==> config.mk <==
export PLATFORM = sky130hd
export DESIGN_NAME = btn_input_ctrl_flat
export DESIGN_NICKNAME = d
export VERILOG_FILES = /design/src/rtl/cpu_io_pkg.sv /design/src/rtl/btn_input_ctrl_if.sv /design/src/rtl/btn_debounce_ch.sv /design/src/rtl/btn_input_ctrl.sv /design/src/flat_wrapper.sv
export SDC_FILE = /design/constraint.sdc
export NUM_CORES = 1
export LEC_CHECK = 0
export BUFFER_PORTS_ARGS = -buffer_cell sky130_fd_sc_hd__buf_2
export CAP_MARGIN = 10
export CORE_MARGIN = 2
export CORE_UTILIZATION = 44
export DETAILED_ROUTE_END_ITERATION = 8
export GPL_ROUTABILITY_DRIVEN = 0
export SLEW_MARGIN = 20
export SYNTH_ARGS = -nofsm -noshare
export SYNTH_HDL_FRONTEND = slang
export SYNTH_SLANG_ARGS = --single-unit
==> constraint.sdc <==
create_clock -name clk -period 2.8 [get_ports clk]
set_clock_uncertainty 0.05 [all_clocks]
set_input_delay 0.28 -clock clk [delete_from_list [all_inputs] [get_ports clk]]
set_output_delay 0.28 -clock clk [all_outputs]
set_load 0.01 [all_outputs]
==> src/rtl/cpu_io_pkg.sv <==
// Shared constants and types for the CPU memory-mapped I/O blocks.
// Board button indices and debounce defaults live here so software-facing code agrees.
package cpu_io_pkg;

  localparam int DEBOUNCE_5MS_50MHZ = 250000;
  localparam int DEBOUNCE_SIM       = 4;
  localparam int NUM_BOARD_BTN      = 5;

  localparam int BTN_IDX_CENTER = 0;
  localparam int BTN_IDX_UP     = 1;
  localparam int BTN_IDX_LEFT   = 2;
  localparam int BTN_IDX_RIGHT  = 3;
  localparam int BTN_IDX_DOWN   = 4;

  // Per-channel debounced outputs; 'rel' is the release pulse.
  typedef struct packed {
    logic level;
    logic press;
    logic rel;
    logic toggle;
  } btn_evt_t;

endpackage

==> src/rtl/btn_input_ctrl_if.sv <==
// Bus between the button front end (slave) and the CPU I/O port (master).
interface btn_input_ctrl_if #(
  parameter int NUM_BTN = 5
);

  logic [NUM_BTN-1:0] btn_raw;
  logic [NUM_BTN-1:0] irq_mask;
  logic               clr_valid;
  logic [NUM_BTN-1:0] clr_mask;
  logic [NUM_BTN-1:0] btn_level;
  logic [NUM_BTN-1:0] btn_press;
  logic [NUM_BTN-1:0] btn_release;
  logic [NUM_BTN-1:0] btn_toggle;
  logic [NUM_BTN-1:0] pending;
  logic               irq;

  modport master (
    output btn_raw, irq_mask, clr_valid, clr_mask,
    input  btn_level, btn_press, btn_release, btn_toggle, pending, irq
  );

  modport slave (
    input  btn_raw, irq_mask, clr_valid, clr_mask,
    output btn_level, btn_press, btn_release, btn_toggle, pending, irq
  );

endinterface

==> src/rtl/btn_debounce_ch.sv <==
// One button channel: synchroniser, debounce counter, clean level and edge/toggle outputs.
// press_evt is the unregistered accept-and-rising condition, used to set pending on the same edge.
module btn_debounce_ch
  import cpu_io_pkg::*;
#(
  parameter int DEBOUNCE_CYCLES = DEBOUNCE_5MS_50MHZ,
  parameter int SYNC_STAGES     = 2
) (
  input  logic     clk,
  input  logic     rst,
  input  logic     raw,
  output btn_evt_t evt,
  output logic     press_evt
);

  localparam int                CNT_W    = $clog2(DEBOUNCE_CYCLES + 1);
  localparam logic [CNT_W-1:0]  CNT_LAST = CNT_W'(DEBOUNCE_CYCLES - 1);

  logic [SYNC_STAGES-1:0] sync_q;
  logic [CNT_W-1:0]       cnt_q;
  logic                   level_q;
  logic                   press_q;
  logic                   release_q;
  logic                   toggle_q;
  logic                   s;
  logic                   accept;

  assign s         = sync_q[SYNC_STAGES-1];
  assign accept    = (s != level_q) && (cnt_q == CNT_LAST);
  assign press_evt = accept & s;

  // NOTE: non-blocking assignments so every flop here samples the pre-edge values of the others.
  always_ff @(posedge clk) begin
    if (!rst) begin
      sync_q    <= '0;
      cnt_q     <= '0;
      level_q   <= 1'b0;
      press_q   <= 1'b0;
      release_q <= 1'b0;
      toggle_q  <= 1'b0;
    end else begin
      sync_q <= {sync_q[SYNC_STAGES-2:0], raw};

      // Any return to the stable value restarts the count, so the counter never exceeds CNT_LAST.
      if (s == level_q) begin
        cnt_q <= '0;
      end else if (cnt_q == CNT_LAST) begin
        level_q <= s;
        cnt_q   <= '0;
      end else begin
        cnt_q <= cnt_q + CNT_W'(1);
      end

      press_q   <= accept & s;
      release_q <= accept & ~s;
      if (press_evt) toggle_q <= ~toggle_q;
    end
  end

  assign evt = '{level: level_q, press: press_q, rel: release_q, toggle: toggle_q};

endmodule

==> src/rtl/btn_input_ctrl.sv <==
// Push-button front end for the CPU input port: per-channel debounce plus sticky
// pending flags with a masked clear handshake and a registered interrupt request.
module btn_input_ctrl
  import cpu_io_pkg::*;
#(
  parameter int NUM_BTN         = NUM_BOARD_BTN,
  parameter int DEBOUNCE_CYCLES = DEBOUNCE_5MS_50MHZ,
  parameter int SYNC_STAGES     = 2
) (
  input logic             clk,
  input logic             rst,
  btn_input_ctrl_if.slave bus
);

  btn_evt_t           evt [NUM_BTN];
  logic [NUM_BTN-1:0] press_evt;
  logic [NUM_BTN-1:0] level_v;
  logic [NUM_BTN-1:0] press_v;
  logic [NUM_BTN-1:0] release_v;
  logic [NUM_BTN-1:0] toggle_v;
  logic [NUM_BTN-1:0] clr_eff;
  logic [NUM_BTN-1:0] pending_q;
  logic               irq_q;

  for (genvar i = 0; i < NUM_BTN; i++) begin : g_ch
    btn_debounce_ch #(
      .DEBOUNCE_CYCLES (DEBOUNCE_CYCLES),
      .SYNC_STAGES     (SYNC_STAGES)
    ) u_ch (
      .clk       (clk),
      .rst       (rst),
      .raw       (bus.btn_raw[i]),
      .evt       (evt[i]),
      .press_evt (press_evt[i])
    );
  end

  // NOTE: every output of an always_comb gets a default first, so no path can infer a latch.
  always_comb begin
    level_v   = '0;
    press_v   = '0;
    release_v = '0;
    toggle_v  = '0;
    for (int i = 0; i < NUM_BTN; i++) begin
      level_v[i]   = evt[i].level;
      press_v[i]   = evt[i].press;
      release_v[i] = evt[i].rel;
      toggle_v[i]  = evt[i].toggle;
    end
  end

  assign clr_eff = bus.clr_valid ? bus.clr_mask : '0;

  // Set is OR-ed in after the clear, so a press colliding with a clear is never lost.
  always_ff @(posedge clk) begin
    if (!rst) begin
      pending_q <= '0;
      irq_q     <= 1'b0;
    end else begin
      pending_q <= (pending_q & ~clr_eff) | press_evt;
      irq_q     <= |(pending_q & bus.irq_mask);
    end
  end

  assign bus.btn_level   = level_v;
  assign bus.btn_press   = press_v;
  assign bus.btn_release = release_v;
  assign bus.btn_toggle  = toggle_v;
  assign bus.pending     = pending_q;
  assign bus.irq         = irq_q;

endmodule

==> src/flat_wrapper.sv <==
// flat-port wrapper written by rule: the top's interface ports become plain ports
module btn_input_ctrl_flat import cpu_io_pkg::*;
#(
  parameter int NUM_BTN         = NUM_BOARD_BTN,
  parameter int DEBOUNCE_CYCLES = DEBOUNCE_5MS_50MHZ,
  parameter int SYNC_STAGES     = 2
)
  (clk, rst, bus_btn_raw, bus_irq_mask, bus_clr_valid, bus_clr_mask, bus_btn_level, bus_btn_press, bus_btn_release, bus_btn_toggle, bus_pending, bus_irq);
  btn_input_ctrl_if #(.NUM_BTN(NUM_BTN)) bus_i ();
  input logic clk;
  input logic rst;
  input wire logic [$bits(bus_i.btn_raw)-1:0] bus_btn_raw;
  input wire logic [$bits(bus_i.irq_mask)-1:0] bus_irq_mask;
  input wire logic [$bits(bus_i.clr_valid)-1:0] bus_clr_valid;
  input wire logic [$bits(bus_i.clr_mask)-1:0] bus_clr_mask;
  output wire logic [$bits(bus_i.btn_level)-1:0] bus_btn_level;
  output wire logic [$bits(bus_i.btn_press)-1:0] bus_btn_press;
  output wire logic [$bits(bus_i.btn_release)-1:0] bus_btn_release;
  output wire logic [$bits(bus_i.btn_toggle)-1:0] bus_btn_toggle;
  output wire logic [$bits(bus_i.pending)-1:0] bus_pending;
  output wire logic [$bits(bus_i.irq)-1:0] bus_irq;
  assign bus_i.btn_raw = bus_btn_raw;
  assign bus_i.irq_mask = bus_irq_mask;
  assign bus_i.clr_valid = bus_clr_valid;
  assign bus_i.clr_mask = bus_clr_mask;
  assign bus_btn_level = bus_i.btn_level;
  assign bus_btn_press = bus_i.btn_press;
  assign bus_btn_release = bus_i.btn_release;
  assign bus_btn_toggle = bus_i.btn_toggle;
  assign bus_pending = bus_i.pending;
  assign bus_irq = bus_i.irq;
  btn_input_ctrl #(.NUM_BTN(NUM_BTN), .DEBOUNCE_CYCLES(DEBOUNCE_CYCLES), .SYNC_STAGES(SYNC_STAGES)) u_core (.clk(clk), .rst(rst), .bus(bus_i));
endmodule
# After elaboration in Yosys (flattened, before gate mapping)
# Index checks and enable logic that the tools add are counted.
word_totals:
  ff_bits: 126
  latchBits: 0
  ram_bits: 0
  rom_bits: 0
  input_bits: 18
  word_cells: 99
  n_memories: 0
op_classes:
  addsub: 5
  n_mul: 0
  n_div: 0
  magnitude_cmp: 0
  n_eq_ne: 15
  shift: 0
  muxes: 1
  bitwise_logic: 30
  n_reduce_logical: 16
ops:
  columns: ["op", "count"]
  rows:
  - ["18-bit by 1-bit adder with 18-bit output, second input constant", 5]
  - ["18-bit == test, second input constant", 5]
  - ["1-bit inverter", 16]
  - ["3-bit OR reduction", 5]
  - ["1-bit AND", 10]
  - ["5-bit AND", 2]
  - ["2-bit AND reduction", 5]
  - ["1-bit == test", 5]
  - ["1-bit logical AND", 5]
  - ["5-bit 2-to-1 mux", 1]
  - ["1-bit != test", 5]
  - ["5-bit inverter", 1]
  - ["5-bit bitwise OR", 1]
  - ["5-bit OR reduction", 1]

# Depth between registers and ports, before layout
logic_depth:
  ltp_word: 4
  depth_mapped: 7
  ltp_nobuf: 5

# Hierarchy
# From an unflattened synthesis, not the netlist that was laid out.
hier_totals:
  hier_cells: 619
  area_unflattened_um2: 5788.1
modules_own_cells:
  columns: ["mod", "n_inst", "cells_each", "area_each_um2"]
  rows:
  - ["btn_debounce_ch", 5, 120, 1113.6]
  - ["btn_input_ctrl", 1, 19, 220.2]

# Worst setup path after synthesis
# No wires, ideal clock.
synth_timing:
  path_kind: "register -> register"
  start: "reg u_core.g_ch[3].u_ch.cnt_q[10]"
  end: "reg u_core.g_ch[3].u_ch.toggle_q"
  setup_ps: 70
  arrival_ps: 2038
  slack_ps: 642
  path_stages_with_launch: 6
  synth_period_minus_slack_ps: 2158
  cell_sequence: "dfxtp_1 -> or4b_1 -> or4_1 -> clkbuf_2 -> or4_1 -> a21oi_1"
synth_via:
  elab_chain_cells: 3
synth_lines:
  columns: ["item", "line", "rtl"]
  rows:
  - ["start, declared", "btn_debounce_ch.sv:20", "logic [CNT_W-1:0] cnt_q;"]
  - ["start signal, assigned", "btn_debounce_ch.sv:51", "cnt_q <= cnt_q + CNT_W'(1);"]
  - ["18-bit == test", "btn_debounce_ch.sv:29", "assign accept = (s != level_q) && (cnt_q == CNT_LAST);"]
  - ["1-bit logical AND", "btn_debounce_ch.sv:29", null]
  - ["1-bit AND", "btn_debounce_ch.sv:30", "assign press_evt = accept & s;"]
  - ["end signal, assigned", "btn_debounce_ch.sv:56", "if (press_evt) toggle_q <= ~toggle_q;"]
  - ["end, declared", "btn_debounce_ch.sv:24", "logic toggle_q;"]
# No other way between the ends.
# A chain may end at the register's enable or synchronous reset.

# Worst setup path after layout
# Same ends and word-level chain as after synthesis.

==> metrics <==
share of layout cells above drive strength 1 between 10% and 20%; pin count of the biggest net entering global routing 23; final setup fails 0; worst setup path startpoint u_core.g_ch[3].u_ch.cnt_q[10]; per-cell routed wire length 12.8 um; H-Tree Depth 4; CP startpoint kind flop; critical path endpoint category flop; Hold/Removal Path Class primary input to flop; Syn Area/Cell a little under 9 um^2; gr ovfl total 0; DR DRC count 0; Routed WL roughly 11 mm; max-cap violation count 0; mapped cell area 5520 um^2; setup TNS 0 ps; Hold EP u_core.g_ch[3].u_ch.sync_q[0]; status completed; CP arrival 2580 ps; Antenna Nets Post-Route 0; Crit Path Class flop to flop; die height between 100 and 150 um; CP top delay family simple AND/OR/NAND/NOR gates; clock period minus worst slack around 2300 ps; Final Max Tran Viols 0; register area share after synthesis a little under half; number of setup buffers added after CTS 0; Worst Path Required around 3100 ps; ys async rst share 0%; Worst R2R Path Depth 4; maximum vdd ir drop 0.000375 V; antenna violations before repair 0; Syn Inst Count between 600 and 700; CTS sink cnt 126; Period Utilization, post-route 81.9%; pwr dens 604 nW/um^2; Crit-path slowest cell or4_1; critical path fanouts, max 6; Area growth, synth to finish 14.2%; Core Area approximately 12000 um^2; # IOs 44; Port Buffers 43; Post-synth EDFFs 0; Final Hold Fails 0; clk slew on worst S/H paths approximately 50 ps; Die Area ~13000 um^2; f_max between 400 and 500 MHz; Global Route Usage Sum 17.3%; hold depth 2; R2R Path Start u_core.g_ch[3].u_ch.cnt_q[10]; # hold bufs at CTS 0; P_leak approximately 2.1 nW; Ys Warns 0; first-pass GRT wire length between 15 and 20 mm; clock latency at the later pin of the worst-skew pair 410 ps; DR vias roughly 4.3k; overall power between 3 and 4 mW; Slew @ Worst Pin 501 ps; r2r endpoint u_core.g_ch[3].u_ch.toggle_q; DRT Pass-1 Iters 4; post_cts resized 0; initial core utilization 45.6%; CTS root buffer clkbuf_16; Slew HR between 60% and 70%; crit path buf inv count 0; number of global-route vias before repair ~4.0k; Unique masters post-synth 43; DPL Wire Length roughly 7.5 mm; crit-path cells or4b_1 > or4_1 > or4_1 > a21oi_1; row count 40; flop2flop setup slack 510 ps; diode count 0; initial drt markers 357; RSZ-0062 raised after global routing no; Die X ~120 um; clk buf depth 2; hold path startpoint bus_btn_raw[3]; CTS Buf Count 17; most frequent CP cell or4_1; #FFs+latches synth about 130; TritonCTS clock tree yes; max incr delay on CP roughly 630 ps; # fillers about 1.2k; vias per cell between 5 and 6; ys flop type dfxtp_1; nets@finish 683; Post-Syn Nets 652
area by class of cell:
| type | count | area (um^2) | area share [%] |
|---|---|---|---|
| tap | 168 | 210 | 3.34 |
| multi-input combinational | 445 | 2700 | 42.8 |
| timing repair buffer | 52 | 283 | 4.49 |
| sequential | 126 | 2520 | 40.0 |
| clock inverter | 8 | 67.6 | 1.07 |
| inverter | 18 | 67.6 | 1.07 |
| clock buffer | 24 | 452 | 7.17 |
registers in the layout (all words and copies together) (netlist names):
signal and flops:
u_core.bus.pending 5, u_core.g_ch.u_ch.cnt_q 90, u_core.g_ch.u_ch.release_q 5, u_core.bus.irq 1, u_core.g_ch.u_ch.level_q 5, u_core.g_ch.u_ch.toggle_q 5
u_core.g_ch.u_ch.sync_q 10, u_core.g_ch.u_ch.press_q 5
per-stage QoR:
step / cell area (um^2) / std cells / util [%] / setup slack, ps / hold slack [ps]
2_1_floorplan: 5520 / 629 / - / 642 / 357
3_3_place_gp: 5780 / 809 / 47.7 / 558 / 370
3_5_place_dp: 5780 / 809 / 47.7 / 536 / 371
4_1_cts: 6300 / 841 / 52.0 / 496 / 5.37
5_1_grt: 6300 / 841 / 52.0 / 350 / 14.3
6_report: 6300 / 841 / 52.0 / 508 / 23.5
worst max-delay path by stage:
stage	end	slack (ps)	cells after the start
final	u_core.g_ch[3].u_ch.toggle_q	510	4
after global placement	u_core.g_ch[3].u_ch.toggle_q	560	4
after detailed placement	u_core.g_ch[3].u_ch.toggle_q	540	4
after CTS	u_core.g_ch[3].u_ch.toggle_q	500	4
after floorplan	u_core.g_ch[3].u_ch.toggle_q	640	5
after global routing	u_core.g_ch[3].u_ch.cnt_q[12]	350	5
synth_stat cells, types with 2 or more instances:
cell type	n	share of area, %
o21a_1	4	0.54
and3_1	12	1.4
and2_2	2	0.27
xnor2_1	50	7.9
xor2_1	23	3.6
mux2i_1	4	0.73
buf_2	3	0.27
nand3_1	32	2.9
nand2_1	30	2.0
a21oi_1	14	1.3
nor4b_1	4	0.63
nor2b_1	11	1.2
o41ai_1	2	0.32
o211ai_1	2	0.27
o21bai_2	2	0.41
dfxtp_1	126	46
nor4_1	27	3.1
inv_1	18	1.2
nor2_1	101	6.9
nand4_1	30	3.4
and4_2	2	0.36
or3_1	6	0.68
or2_2	3	0.34
buf_4	20	2.7
ha_1	5	1.1
and4_1	6	0.95
o21ai_0	9	0.82
or4_1	15	2.0
and2_1	12	1.4
o31ai_1	6	0.82
clkbuf_1	16	1.1
a21boi_0	3	0.41
nand2b_1	6	0.68
nor3_1	14	1.3
power by group:
group | internal [mW] | switching [mW] | leakage, nW
clock network | 1.21 | 0.739 | 0.256
logic | 0.0215 | 0.0319 | 0.817
registers | 1.80 | 0.00533 | 1.02
total | 3.03 | 0.776 | 2.09
cells by family (layout without fill, tap and decap cells):
group | Yosys count | in the layout | share of synthesized area, %
adders and majority gates | 5 | 5 | 1.13
and+or+nand+nor | 316 | 316 | 29.9
muxes | 4 | 4 | 0.725
DFF | 126 | 126 | 45.7
xor gates and xnor gates | 73 | 73 | 11.6
AOI/OAI and AO/OA | 47 | 47 | 5.53
buffers and inverters | 58 | 102 | 5.40
layout by cell type, fill, tap and decap left out, drive strengths merged, types with 2 or more instances in the layout:
cell type	instances
a21boi	3
a21oi	14
and2	14
and3	12
and4	8
buf	52
clkbuf	24
clkinv	6
dfxtp	126
ha	5
inv	18
mux2i	4
nand2	30
nand2b	6
nand3	32
nand4	30
nor2	101
nor2b	11
nor3	14
nor4	27
nor4b	4
o211ai	2
o21a	4
o21ai	10
o21bai	3
o31ai	6
o41ai	2
or2	3
or3	7
or4	15
xnor2	50
xor2	23
per-layer routing:
layer / track usage [%] / up-vias / wire length (um)
met5: 0 / - / 0
met4: 8.73 / 0 / 172
met3: 4.81 / 14 / 396
met2: 27.1 / 66 / 4860
met1: 21.9 / 1996 / 5330
li1: - / 2239 / -
Power figures use the tool's default switching activity.
